==> src/rtl/xaui_tx_idle_gen.sv <==
// XAUI PCS transmit encoder for one GTX quad: XGMII columns to 8b/10b-ready bytes,
// with idle columns replaced by the randomised ||A||/||K||/||R|| sequence.
module xaui_tx_idle_gen #(
    parameter logic [6:0] LFSR_SEED = 7'h7F,
    parameter int         A_MIN     = 16
) (
    input  logic        xaui_clk,
    input  logic        xaui_rst_n,
    input  logic        tx_en,
    input  logic [63:0] xgmii_txd,
    input  logic [7:0]  xgmii_txc,
    output logic [63:0] mgt_txdata,
    output logic [7:0]  mgt_txcharisk,
    output logic [15:0] a_sent_count
);

    localparam int AW = $clog2(A_MIN + 16);

    typedef struct packed {
        logic [31:0]   data;
        logic [3:0]    k;
        logic [6:0]    lfsr;
        logic [AW-1:0] a_cnt;
        logic          a_sent;
    } col_t;

    logic [6:0]    lfsr;
    logic [AW-1:0] a_cnt;
    col_t          c0;
    col_t          c1;
    logic [63:0]   nxt_data;
    logic [7:0]    nxt_k;

    // Encodes one 4-lane column; decisions use the LFSR value before it steps.
    function automatic col_t enc_col(
        input logic [31:0]   d,
        input logic [3:0]    c,
        input logic          en,
        input logic [6:0]    lf,
        input logic [AW-1:0] ac
    );
        col_t       r;
        logic       idle;
        logic [7:0] b;
        r.data   = {4{8'hBC}};
        r.k      = 4'hF;
        r.lfsr   = {lf[5:0], lf[6] ^ lf[5]};
        r.a_cnt  = ac;
        r.a_sent = 1'b0;
        idle     = (c == 4'hF) && (d == {4{8'h07}});
        if (en && idle) begin
            if (ac == '0) begin
                r.data   = {4{8'h7C}};
                r.a_cnt  = AW'(A_MIN) + AW'(lf[3:0]);
                r.a_sent = 1'b1;
            end else begin
                if (lf[0])
                    r.data = {4{8'h1C}};
                r.a_cnt = ac - 1'b1;
            end
        end else if (en) begin
            for (int l = 0; l < 4; l++) begin
                b = d[l*8 +: 8];
                if (!c[l]) begin
                    r.data[l*8 +: 8] = b;
                    r.k[l]           = 1'b0;
                end else begin
                    unique case (b)
                        8'hFB, 8'hFD, 8'h9C, 8'hFE: r.data[l*8 +: 8] = b;
                        8'h07:                      r.data[l*8 +: 8] = 8'hBC;
                        default:                    r.data[l*8 +: 8] = 8'hFE;
                    endcase
                end
            end
            if (ac != '0)
                r.a_cnt = ac - 1'b1;
        end
        return r;
    endfunction

    always_comb begin
        c0       = enc_col(xgmii_txd[31:0], xgmii_txc[3:0], tx_en, lfsr, a_cnt);
        c1       = enc_col(xgmii_txd[63:32], xgmii_txc[7:4], tx_en, c0.lfsr, c0.a_cnt);
        nxt_data = '0;
        nxt_k    = '0;
        // Lane-major output: each lane carries column0 in its low byte.
        for (int l = 0; l < 4; l++) begin
            nxt_data[l*16 +: 8]     = c0.data[l*8 +: 8];
            nxt_data[l*16 + 8 +: 8] = c1.data[l*8 +: 8];
            nxt_k[l*2]              = c0.k[l];
            nxt_k[l*2 + 1]          = c1.k[l];
        end
    end

    always_ff @(posedge xaui_clk or negedge xaui_rst_n) begin
        if (!xaui_rst_n) begin
            mgt_txdata    <= {8{8'hBC}};
            mgt_txcharisk <= 8'hFF;
            a_sent_count  <= '0;
            lfsr          <= LFSR_SEED;
            a_cnt         <= AW'(A_MIN);
        end else begin
            mgt_txdata    <= nxt_data;
            mgt_txcharisk <= nxt_k;
            a_sent_count  <= a_sent_count + 16'(c0.a_sent) + 16'(c1.a_sent);
            lfsr          <= c1.lfsr;
            a_cnt         <= c1.a_cnt;
        end
    end

endmodule
==> config.mk <==
export PLATFORM = sky130hd
export DESIGN_NAME = xaui_tx_idle_gen
export DESIGN_NICKNAME = d
export VERILOG_FILES = /design/src/rtl/xaui_tx_idle_gen.sv
export SDC_FILE = /design/constraint.sdc
export NUM_CORES = 1
export LEC_CHECK = 0
export CELL_PAD_IN_SITES_DETAIL_PLACEMENT = 0
export CELL_PAD_IN_SITES_GLOBAL_PLACEMENT = 1
export CORE_MARGIN = 2
export CORE_UTILIZATION = 34
export DETAILED_ROUTE_END_ITERATION = 10
export PLACE_DENSITY = 0.79
export SETUP_SLACK_MARGIN = 0.02
export SLEW_MARGIN = 5
export SYNTH_ARGS = -nofsm -noshare
export SYNTH_HDL_FRONTEND = slang
export SYNTH_SLANG_ARGS = --single-unit
==> constraint.sdc <==
create_clock -name xaui_clk -period 5.7 [get_ports xaui_clk]
set_clock_uncertainty 0.1 [all_clocks]
set_input_delay 1.71 -clock xaui_clk [delete_from_list [all_inputs] [get_ports xaui_clk]]
set_output_delay 1.71 -clock xaui_clk [all_outputs]
set_load 0.03 [all_outputs]
==> impl_metrics.ini, run 1 <==
[timing]
worst_slack_ns = 0.280
setup_viol = 0
max_freq_ghz = 0.184
hold_viol = 0
slew_violations = 0
setup_tns_ns = 0
grt_setup_unrepaired = no
worstMarginPinSlew_ns = 0.748
worst_slew_margin_rel_pct = 49.4
period_minus_slack_ns = 5.42
finalCritPeriodShare_pct = 95.1

[synth]
synth_top_area_cell = dfstp_2
synth_xor_area_share_pct = 4.86
synth-compound-area-share_pct = 10.7
yosys_warnings = 0
syn_area_per_cell_um2 = 10.2
synthMuxAreaShare_pct = 1.31
ys_seq_area_share_pct = 54.9
yosys-top-cells-count = 56 x dfstp_2, 46 x nand2_1, 44 x dfrtp_1
synth_area_leaders = dfstp_2 31%, dfrtp_1 23%, nand2_1 3.7%
synthAdderAreaFrac_pct = 1.23
yosys.area.top_type_share_pct = 31.4
synth_top_family_by_area = simple AND/OR/NAND/NOR gates
synth_edf_count = 0
async_flop_share_pct = 100
synth_cell_types = 55
synth.net_count = 539
ys_ff_latch = 100
synth.most_common_cell = dfstp_2
netlist_area_um2 = 4690
synthCells = 460
ys.flop_type = dfstp_2
synthSimpleGateAreaFrac_pct = 23.8

[critical_path]
r2r_end = a_sent_count[14]$_DFF_PN0_
cp-end-kind = flop
reg2regPathDepth = 21
arrival_ns = 5.58
critPathMaxFanout = 4
timing.rr.start = a_cnt[0]$_DFF_PN0_
start_kind = input pin
crit_type = in -> reg
r2r_slack_ns = 1.48
cp.required_ns = 5.86

[detailed_routing]
drt_iter0_drc = 293
vias_per_cell = 4.86
num_vias = 4161
first_pass_iters = 5
routed_wl_um = 13000
detail-route-antenna-nets = 0
drc = 0
wire_per_inst_um = 15.2

[place]
dp_hpwl_um = 9890
portBuffers = 162
gp_congestion = 0.873
dpl.cell_count = 838
post-place-ws_ns = -0.463

[pwr]
pwr_density_cell_nw_per_um2 = 265
combPwrFrac_pct = 27.7
seqPwrFrac_pct = 41.0
switching_power_uw = 571
p_int_uw = 1350
sw_frac_of_total_pct = 29.7
irDropWorstVdd_mv = 0.159
leakagePower_uw = 0.00310
power_frac_clock_pct = 31.3

[layout]
seqCellArea_um2 = 2570
fin_cells = 857
multi_input_area_um2 = 2050
drive_gt1_share_pct = 23.6
n_antenna_cell = 0
syn_to_final_growth_pct = 55.0
finalNetCount = 755
nFillCells = 1189
utilization_pct = 54.4

[clock_tree]
cts_sinks = 100
cts_buffer_depth = 2
htreeDepth = 3
cts_tree = yes
insertion_delay_ns = 0.34
root_buffer = clkbuf_16
path_clk_slew_ns = 0.06
cts_buffers = 9
cts_hold_buf = 0

[global_routing]
grt_max_degree = 65
track_usage_pct = 17.7
grt_pass1_vias = 4091
antenna_found_initial = 0
grt_pass1_wl_um = 20600
grt_overflow = 0

[min_path]
hp-start = lfsr[4]$_DFF_PN1_
worstHoldEndpoint = lfsr[6]$_DFF_PN1_
hp-class = reg -> reg
hold_depth = 0

[floorplan]
fp.dieH_um = 121
rows = 42
core_region_area_um2 = 13300
num_io_pins = 163
initial_utilization_pct = 35.1
fp.dieArea_um2 = 14700
die_w_um = 121

[flow_run]
cap_violations = 0

[status]
status = finished clean
-- worst max-delay path by stage --
stage | from | endpoint | slack [ns] | cells after the start
finish | xgmii_txd[10] | a_sent_count[14]$_DFF_PN0_ | 0.28 | 16
global route | xgmii_txd[16] | a_sent_count[12]$_DFF_PN0_ | 0.02 | 21
CTS | xgmii_txd[13] | a_sent_count[12]$_DFF_PN0_ | 0.03 | 20
detailed placement | xgmii_txd[10] | a_sent_count[15]$_DFF_PN0_ | -0.46 | 20
global placement | xgmii_txd[10] | a_sent_count[14]$_DFF_PN0_ | -0.36 | 20
floorplan | xgmii_txd[13] | a_sent_count[14]$_DFF_PN0_ | 0.07 | 20
-- critical path, stage by stage --
cell,delay [ns]
dlygate4sd2_1,0.27
or3b_4,0.40
or4_4,0.52
buf_4,0.17
or4_1,0.56
or3_1,0.40
a21o_1,0.23
nor2_8,0.13
inv_2,0.06
fa_2,0.35
inv_2,0.09
ha_4,0.14
nand3_2,0.06
or2_4,0.27
nor2_4,0.09
xor2_1,0.14
-- metrics by stage --
stage                     hold slack [ns]  area [µm²]  power (µW)
after floorplan                     0.259        4710        1090
after global placement              0.262        6870        1310
after detailed placement            0.265        6870        1320
after CTS                           0.277        7210        1940
after global routing                0.286        7260        2030
final                               0.274        7260        1930
-- final cells by class --
type | instances | share of cell area (%)
multi-input combinational | 322 | 28.3
timing repair buffer | 213 | 27.7
sequential | 100 | 35.4
inverter | 30 | 1.55
clock inverter | 5 | 0.827
tap | 176 | 3.03
clock buffer | 11 | 3.20
-- state kept, by name (all words and copies together), names as in the netlist --
| signal | count |
|---|---|
| mgt_txdata | 64 |
| a_sent_count | 16 |
| mgt_txcharisk | 8 |
| lfsr | 7 |
| a_cnt | 5 |
-- per-layer routing --
metal	track usage (%)	vias up	routed length [µm]
li1	-	2022	-
met1	23.2	2002	5780
met2	29.9	127	6300
met3	4.28	10	801
met4	3.59	0	125
met5	0	-	0
-- cell families after synthesis --
family,count (synthesis)
AO/OA/AOI/OAI,79
flip-flops,100
AND/OR/NAND/NOR,207
XOR/XNOR,26
buffers and inverters,38
multiplexers,6
adder cells (fa/ha/maj),4
-- power by group through the flow --
stage | combinational [µW] | sequential (µW) | clock (µW)
final | 533 | 789 | 603
after floorplan | 251 | 842 | 0
after CTS | 534 | 789 | 620
after detailed placement | 521 | 801 | 0
after global routing | 582 | 795 | 651
after global placement | 511 | 800 | 0
-- layout by cell type, fill, tap and decap left out, types with 16 or more instances in the layout --
master and instances:
clkdlybuf4s50_1 156, nor2_1 33, dfrtp_1 44, nand2_1 46, inv_1 28, dfstp_2 56
buf_4 52, xnor2_1 16, nand3_1 17, nand2b_1 24, a21oi_1 22, o21ai_0 23
-- repair_timing --
action                                  4_1_cts  5_1_grt
pin swaps                                     6       11
setup buffers                                 3        0
gates resized for setup                      11       11
endpoints found under the setup margin        8        9
hold endpoints to repair                      0        0
Power figures use the tool's default switching activity.
==> run 2: changes to the inputs <==
--- a/config.mk
+++ b/config.mk
@@ -8,9 +8,10 @@
 export CELL_PAD_IN_SITES_DETAIL_PLACEMENT = 0
 export CELL_PAD_IN_SITES_GLOBAL_PLACEMENT = 1
 export CORE_MARGIN = 2
-export CORE_UTILIZATION = 34
+export CORE_UTILIZATION = 35
+export CTS_BUF_LIST = sky130_fd_sc_hd__clkbuf_8
 export DETAILED_ROUTE_END_ITERATION = 10
-export PLACE_DENSITY = 0.79
+export PLACE_DENSITY = 0.81
 export SETUP_SLACK_MARGIN = 0.02
 export SLEW_MARGIN = 5
 export SYNTH_ARGS = -nofsm -noshare
==> impl_metrics.ini, run 2 (same netlist as run 1, synthesis figures left out) <==
[status]
status = finished clean

[timing]
worstMarginPinSlew_ns = 0.794
setup_viol = 0
finalCritPeriodShare_pct = 95.3
period_minus_slack_ns = 5.43
grt_setup_unrepaired = no
worst_slew_margin_rel_pct = 46.3
worst_slack_ns = 0.266
slew_violations = 0
setup_tns_ns = 0
hold_viol = 0
max_freq_ghz = 0.184

[flow_run]
cap_violations = 0

[pwr]
leakagePower_uw = 0.00307
irDropWorstVdd_mv = 0.128
power_uw = 1760
pwr_density_cell_nw_per_um2 = 248

[layout]
layout_commonest_cell = clkdlybuf4s50_1
drive_gt1_share_pct = 22.8
nFillCells = 1172
largest_reg_flops = 64
finalNetCount = 753
multi_input_area_um2 = 2030
fin_cells = 855
top_regs = mgt_txdata: 64 flops, a_sent_count: 16 flops, mgt_txcharisk: 8 flops
seqCellArea_um2 = 2570
syn_to_final_growth_pct = 52.0
layout_common_cells = 155 x clkdlybuf4s50_1, 56 x dfstp_2, 50 x buf_4, 46 x nand2_1, 44 x dfrtp_1
regMostFlops = mgt_txdata
n_antenna_cell = 0

[clock_tree]
cts_tree = yes
root_buffer = clkbuf_8
cts_hold_buf = 0
path_clk_slew_ns = 0.09
insertion_delay_ns = 0.38
cts_buffers = 9
cts_buffer_depth = 2
cts_sinks = 100
htreeDepth = 3

[critical_path]
cp.required_ns = 5.90
cp-end-kind = flop
critPathMostFrequentCell = inv_2
worstPathCellList = clkdlybuf4s50_1 -> nor4b_4 -> nand4_1 -> buf_4 -> nor4_4 -> mux2i_1 -> nor2_1 -> inv_1 -> ha_1 -> nand2_1 -> or3_1 -> a21o_1 -> nor2_8 -> inv_2 -> fa_2 -> inv_2 -> ha_2 -> nand3_1 -> or2_4 -> nor2_2 -> xor2_1
slowest_delay_ns = 0.48
start_kind = input pin
critPathMaxFanout = 5
arrival_ns = 5.63
slowest_stage = clkdlybuf4s50_1
crit_type = in -> reg

[floorplan]
fp.dieArea_um2 = 14300
initial_utilization_pct = 35.7
rows = 42
die_w_um = 120
fp.dieH_um = 120
core_region_area_um2 = 13100
num_io_pins = 163

[global_routing]
track_usage_pct = 18.3
grt_max_degree = 61
grt_overflow = 0
grt_pass1_wl_um = 20800
antenna_found_initial = 0
grt_pass1_vias = 4188

[detailed_routing]
num_vias = 4159
detail-route-antenna-nets = 0
wire_per_inst_um = 15.0
routed_wl_um = 12800
vias_per_cell = 4.86
drt_iter0_drc = 292
first_pass_iters = 4
drc = 0

[place]
gp_congestion = 0.835
dpl.cell_count = 837
post-place-ws_ns = -0.516
dp_hpwl_um = 9730
portBuffers = 162

[min_path]
hp-class = reg -> reg
run 2: what timing repair did:
item,CTS,global route
setup buffers,1,1
resized for setup,6,11
pin swaps,3,6
endpoints found under the setup margin,8,9
gates cloned,0,0
run 2: critical path: cells and delay by family:
| kind | cells | cell delay, ns |
|---|---|---|
| AND/OR/NAND/NOR | 10 | 1.80 |
| buffers and inverters | 5 | 0.85 |
| adder cells (fa/ha/maj) | 3 | 0.68 |
| multiplexers | 1 | 0.23 |
| AO/OA/AOI/OAI | 1 | 0.23 |
| XOR/XNOR | 1 | 0.15 |
run 2: cell type report:
| type | count | area share, % |
|---|---|---|
| Clock inverter | 6 | 0.808 |
| Tap cell | 176 | 3.09 |
| Timing Repair Buffer | 211 | 28.0 |
| Clock buffer | 10 | 1.93 |
| Inverter | 30 | 1.58 |
| Multi-Input combinational cell | 322 | 28.4 |
| Sequential cell | 100 | 36.1 |
run 2: final timing paths:
| check | end | start | cells past startpoint | slack, ns |
|---|---|---|---|---|
| worst max-delay path | a_sent_count[12]$_DFF_PN0_ | xgmii_txd[7] | 21 | 0.27 |
| worst min-delay path | lfsr[6]$_DFF_PN1_ | lfsr[4]$_DFF_PN1_ | 0 | 0.28 |
| worst max register to register | a_sent_count[12]$_DFF_PN0_ | a_cnt[0]$_DFF_PN0_ | 21 | 1.41 |
| worst min register to register | lfsr[6]$_DFF_PN1_ | lfsr[4]$_DFF_PN1_ | 0 | 0.28 |
| max in group asynchronous | mgt_txdata[12]$_DFF_PN1_ | xaui_rst_n | 2 | 3.19 |
| min in group asynchronous | mgt_txdata[16]$_DFF_PN0_ | xaui_rst_n | 1 | 1.28 |
run 2: power breakdown:
group          internal [µW]  switching (µW)  total, µW
registers                759            30.6        789
clock network            212             241        453
logic                    244             277        521
total                   1220             548       1760
run 2: metrics by stage:
stage               util (%)  hold WS (ns)  instance area [µm²]
floorplan                  -         0.259                 4710
global placement        52.2         0.262                 6860
detailed placement      52.2         0.266                 6860
CTS                     53.8         0.280                 7070
global route            54.2         0.284                 7120
finish                  54.2         0.278                 7120
run 2: metal layers:
layer	GRT usage (%)	vias up	routed length (µm)
met5	0	-	0
met4	6.10	0	210
li1	-	2014	-
met3	4.09	13	775
met1	24.6	1994	5820
met2	29.4	138	6000
==> run 3: changes to the inputs <==
--- a/config.mk
+++ b/config.mk
@@ -5,13 +5,15 @@
 export SDC_FILE = /design/constraint.sdc
 export NUM_CORES = 1
 export LEC_CHECK = 0
+export ABC_AREA = 1
 export CELL_PAD_IN_SITES_DETAIL_PLACEMENT = 0
 export CELL_PAD_IN_SITES_GLOBAL_PLACEMENT = 1
 export CORE_MARGIN = 2
-export CORE_UTILIZATION = 35
+export CORE_UTILIZATION = 36
 export CTS_BUF_LIST = sky130_fd_sc_hd__clkbuf_8
 export DETAILED_ROUTE_END_ITERATION = 10
-export PLACE_DENSITY = 0.81
+export MAX_ROUTING_LAYER = met4
+export PLACE_DENSITY = 0.85
 export SETUP_SLACK_MARGIN = 0.02
 export SLEW_MARGIN = 5
 export SYNTH_ARGS = -nofsm -noshare
==> constraint.sdc (replaced) <==
create_clock -name xaui_clk -period 7 [get_ports xaui_clk]
set_clock_uncertainty 0.1 [all_clocks]
set_input_delay 2.1 -clock xaui_clk [delete_from_list [all_inputs] [get_ports xaui_clk]]
set_output_delay 2.1 -clock xaui_clk [all_outputs]
set_load 0.03 [all_outputs]
==> impl_metrics.ini, run 3 <==
[critical_path]
cp_top_family = simple AND/OR/NAND/NOR gates
cp_num_buf_inv = 3
critPathMostFrequentCell = nand2_1
critPathMaxFanout = 14
slowest_delay_ns = 0.65
cp-end-kind = flop
arrival_ns = 6.34
start_kind = input pin
cp.required_ns = 7.18
slowest_stage = clkdlybuf4s50_1
crit_type = in -> reg
worstPathCellList = clkdlybuf4s50_1 -> nand2_1 -> nor3_2 -> nand3_2 -> nor2_4 -> nand2_1 -> nand2_1 -> ha_1 -> nand2_4 -> nor2_8 -> nand2_4 -> nor2_1 -> inv_1 -> fa_1 -> inv_1 -> ha_1 -> nand3_1 -> nor2_1 -> nand2_1 -> nor3b_1 -> nand3_1 -> nor2_1 -> nand2_1 -> xnor2_1

[synth]
synthCells = 630
synth_edf_count = 0
syn_area_per_cell_um2 = 8.09
yosys.area.top_type_share_pct = 28.9
synth_area_leaders = dfstp_2 29%, dfrtp_1 22%, nand2_1 12%
ys_ff_latch = 100
synth_cell_types = 37
synth_top_area_cell = dfstp_2
ys.flop_type = dfstp_2
async_flop_share_pct = 100
ys_seq_area_share_pct = 50.5
netlist_area_um2 = 5090
synth.net_count = 709
yosys-top-cells-count = 161 x nand2_1, 87 x inv_1, 71 x nor2_1
yosys_warnings = 0
synth.most_common_cell = nand2_1

[global_routing]
grt_pass1_wl_um = 23000
grt_pass1_vias = 4714
grt_overflow = 0
track_usage_pct = 20.2
grt_max_degree = 60
antenna_found_initial = 0

[timing]
worstMarginPinSlew_ns = 0.724
grt_setup_unrepaired = no
setup_viol = 0
setup_tns_ns = 0
hold_viol = 0
worst_slew_margin_rel_pct = 51.7
max_freq_ghz = 0.162
finalCritPeriodShare_pct = 88.0
slew_violations = 0
period_minus_slack_ns = 6.16

[floorplan]
core_region_area_um2 = 13800
fp.dieH_um = 123
fp.dieArea_um2 = 15100
initial_utilization_pct = 36.8
rows = 43
num_io_pins = 163
die_w_um = 123

[layout]
n_antenna_cell = 0
top_regs = mgt_txdata: 64 flops, a_sent_count: 16 flops, mgt_txcharisk: 8 flops
syn_to_final_growth_pct = 39.4
finalNetCount = 875
fin_cells = 981
largest_reg_flops = 64
utilization_pct = 51.4
layout_common_cells = 161 x nand2_1, 161 x clkdlybuf4s50_1, 87 x inv_1, 71 x nor2_1, 56 x dfstp_2
drive_gt1_share_pct = 12.6
regMostFlops = mgt_txdata

[clock_tree]
cts_buffer_depth = 2
post_cts_buffers = 0
cts_sinks = 100
cts-resized-gates = 0
cts_buffers = 9
insertion_delay_ns = 0.38
path_clk_slew_ns = 0.11
htreeDepth = 3
root_buffer = clkbuf_8
cts_tree = yes
cts_hold_buf = 0

[detailed_routing]
routed_wl_um = 14300
detail-route-antenna-nets = 0
vias_per_cell = 4.88
drt_iter0_drc = 267
first_pass_iters = 5
drc = 0
wire_per_inst_um = 14.5
num_vias = 4783

[pwr]
leakagePower_uw = 0.00325
pwr_density_cell_nw_per_um2 = 199
irDropWorstVdd_mv = 0.0854

[min_path]
hp-class = reg -> reg

[place]
portBuffers = 162
dp_hpwl_um = 10800
dpl.cell_count = 965
gp_congestion = 0.922

[flow_run]
cap_violations = 0

[status]
status = finished clean
==> run 3: cell types whose count changed in the layout (fill, tap and decap cells not counted), sizes merged, moves of 16 or more <==
cell    change
a21oi      -16
buf        -46
inv        +63
nand2     +121
nand2b     -24
nand3      +30
nor2       +40
==> run 3: report_power, final <==
part	switching [µW]	internal, µW
sequential	18.7	619
combinational	248	160
clock	227	138
==> run 3: per-layer routing <==
layer / vias to the layer above / global-route usage, % / part of all wire (%)
li1: 2360 / - / -
met1: 2222 / 25.1 / 44
met2: 180 / 31.6 / 46
met3: 21 / 6.23 / 8.0
met4: 0 / 6.54 / 1.9
met5: - / - / 0
==> run 3: final cells by class <==
| type | count | area [µm²] |
|---|---|---|
| Fill cell | 1293 | 6730 |
| Sequential cell | 100 | 2570 |
| Multi-Input combinational cell | 427 | 2120 |
| Timing Repair Buffer | 165 | 1640 |
| Inverter | 93 | 349 |
| Tap cell | 180 | 225 |
| Clock buffer | 9 | 124 |
| Clock inverter | 7 | 63.8 |
==> run 3: through the flow <==
step	hold WS [ns]	area (µm²)	setup slack, ns	power (µW)
finish	0.272	7100	0.842	1410
global route	0.274	7100	0.393	1500
CTS	0.271	7100	0.853	1430
detailed placement	0.259	6910	0.434	1060
global placement	0.257	6910	0.537	1050
floorplan	0.254	5090	1.57	906
==> run 3: worst paths after layout <==
path	start	endpoint	slack [ns]	cells after the start
max in group asynchronous	xaui_rst_n	mgt_txdata[56]$_DFF_PN0_	4.12	2
hold / removal	lfsr[3]$_DFF_PN1_	lfsr[5]$_DFF_PN1_	0.27	0
setup / recovery	xgmii_txc[3]	a_sent_count[14]$_DFF_PN0_	0.84	24
setup reg to reg	a_cnt[0]$_DFF_PN0_	a_sent_count[14]$_DFF_PN0_	2.65	25
min in group asynchronous	xaui_rst_n	mgt_txdata[32]$_DFF_PN0_	1.58	1
hold reg to reg	lfsr[3]$_DFF_PN1_	lfsr[5]$_DFF_PN1_	0.27	0
==> run 3: logic make-up after synthesis <==
kind of cell | after synthesis | share of synthesized area, %
compound gates | 57 | 6.75
buf+inv | 103 | 7.81
simple gates | 348 | 30.7
flops | 100 | 50.5
xor+xnor | 18 | 3.09
fa+ha+maj | 4 | 1.13
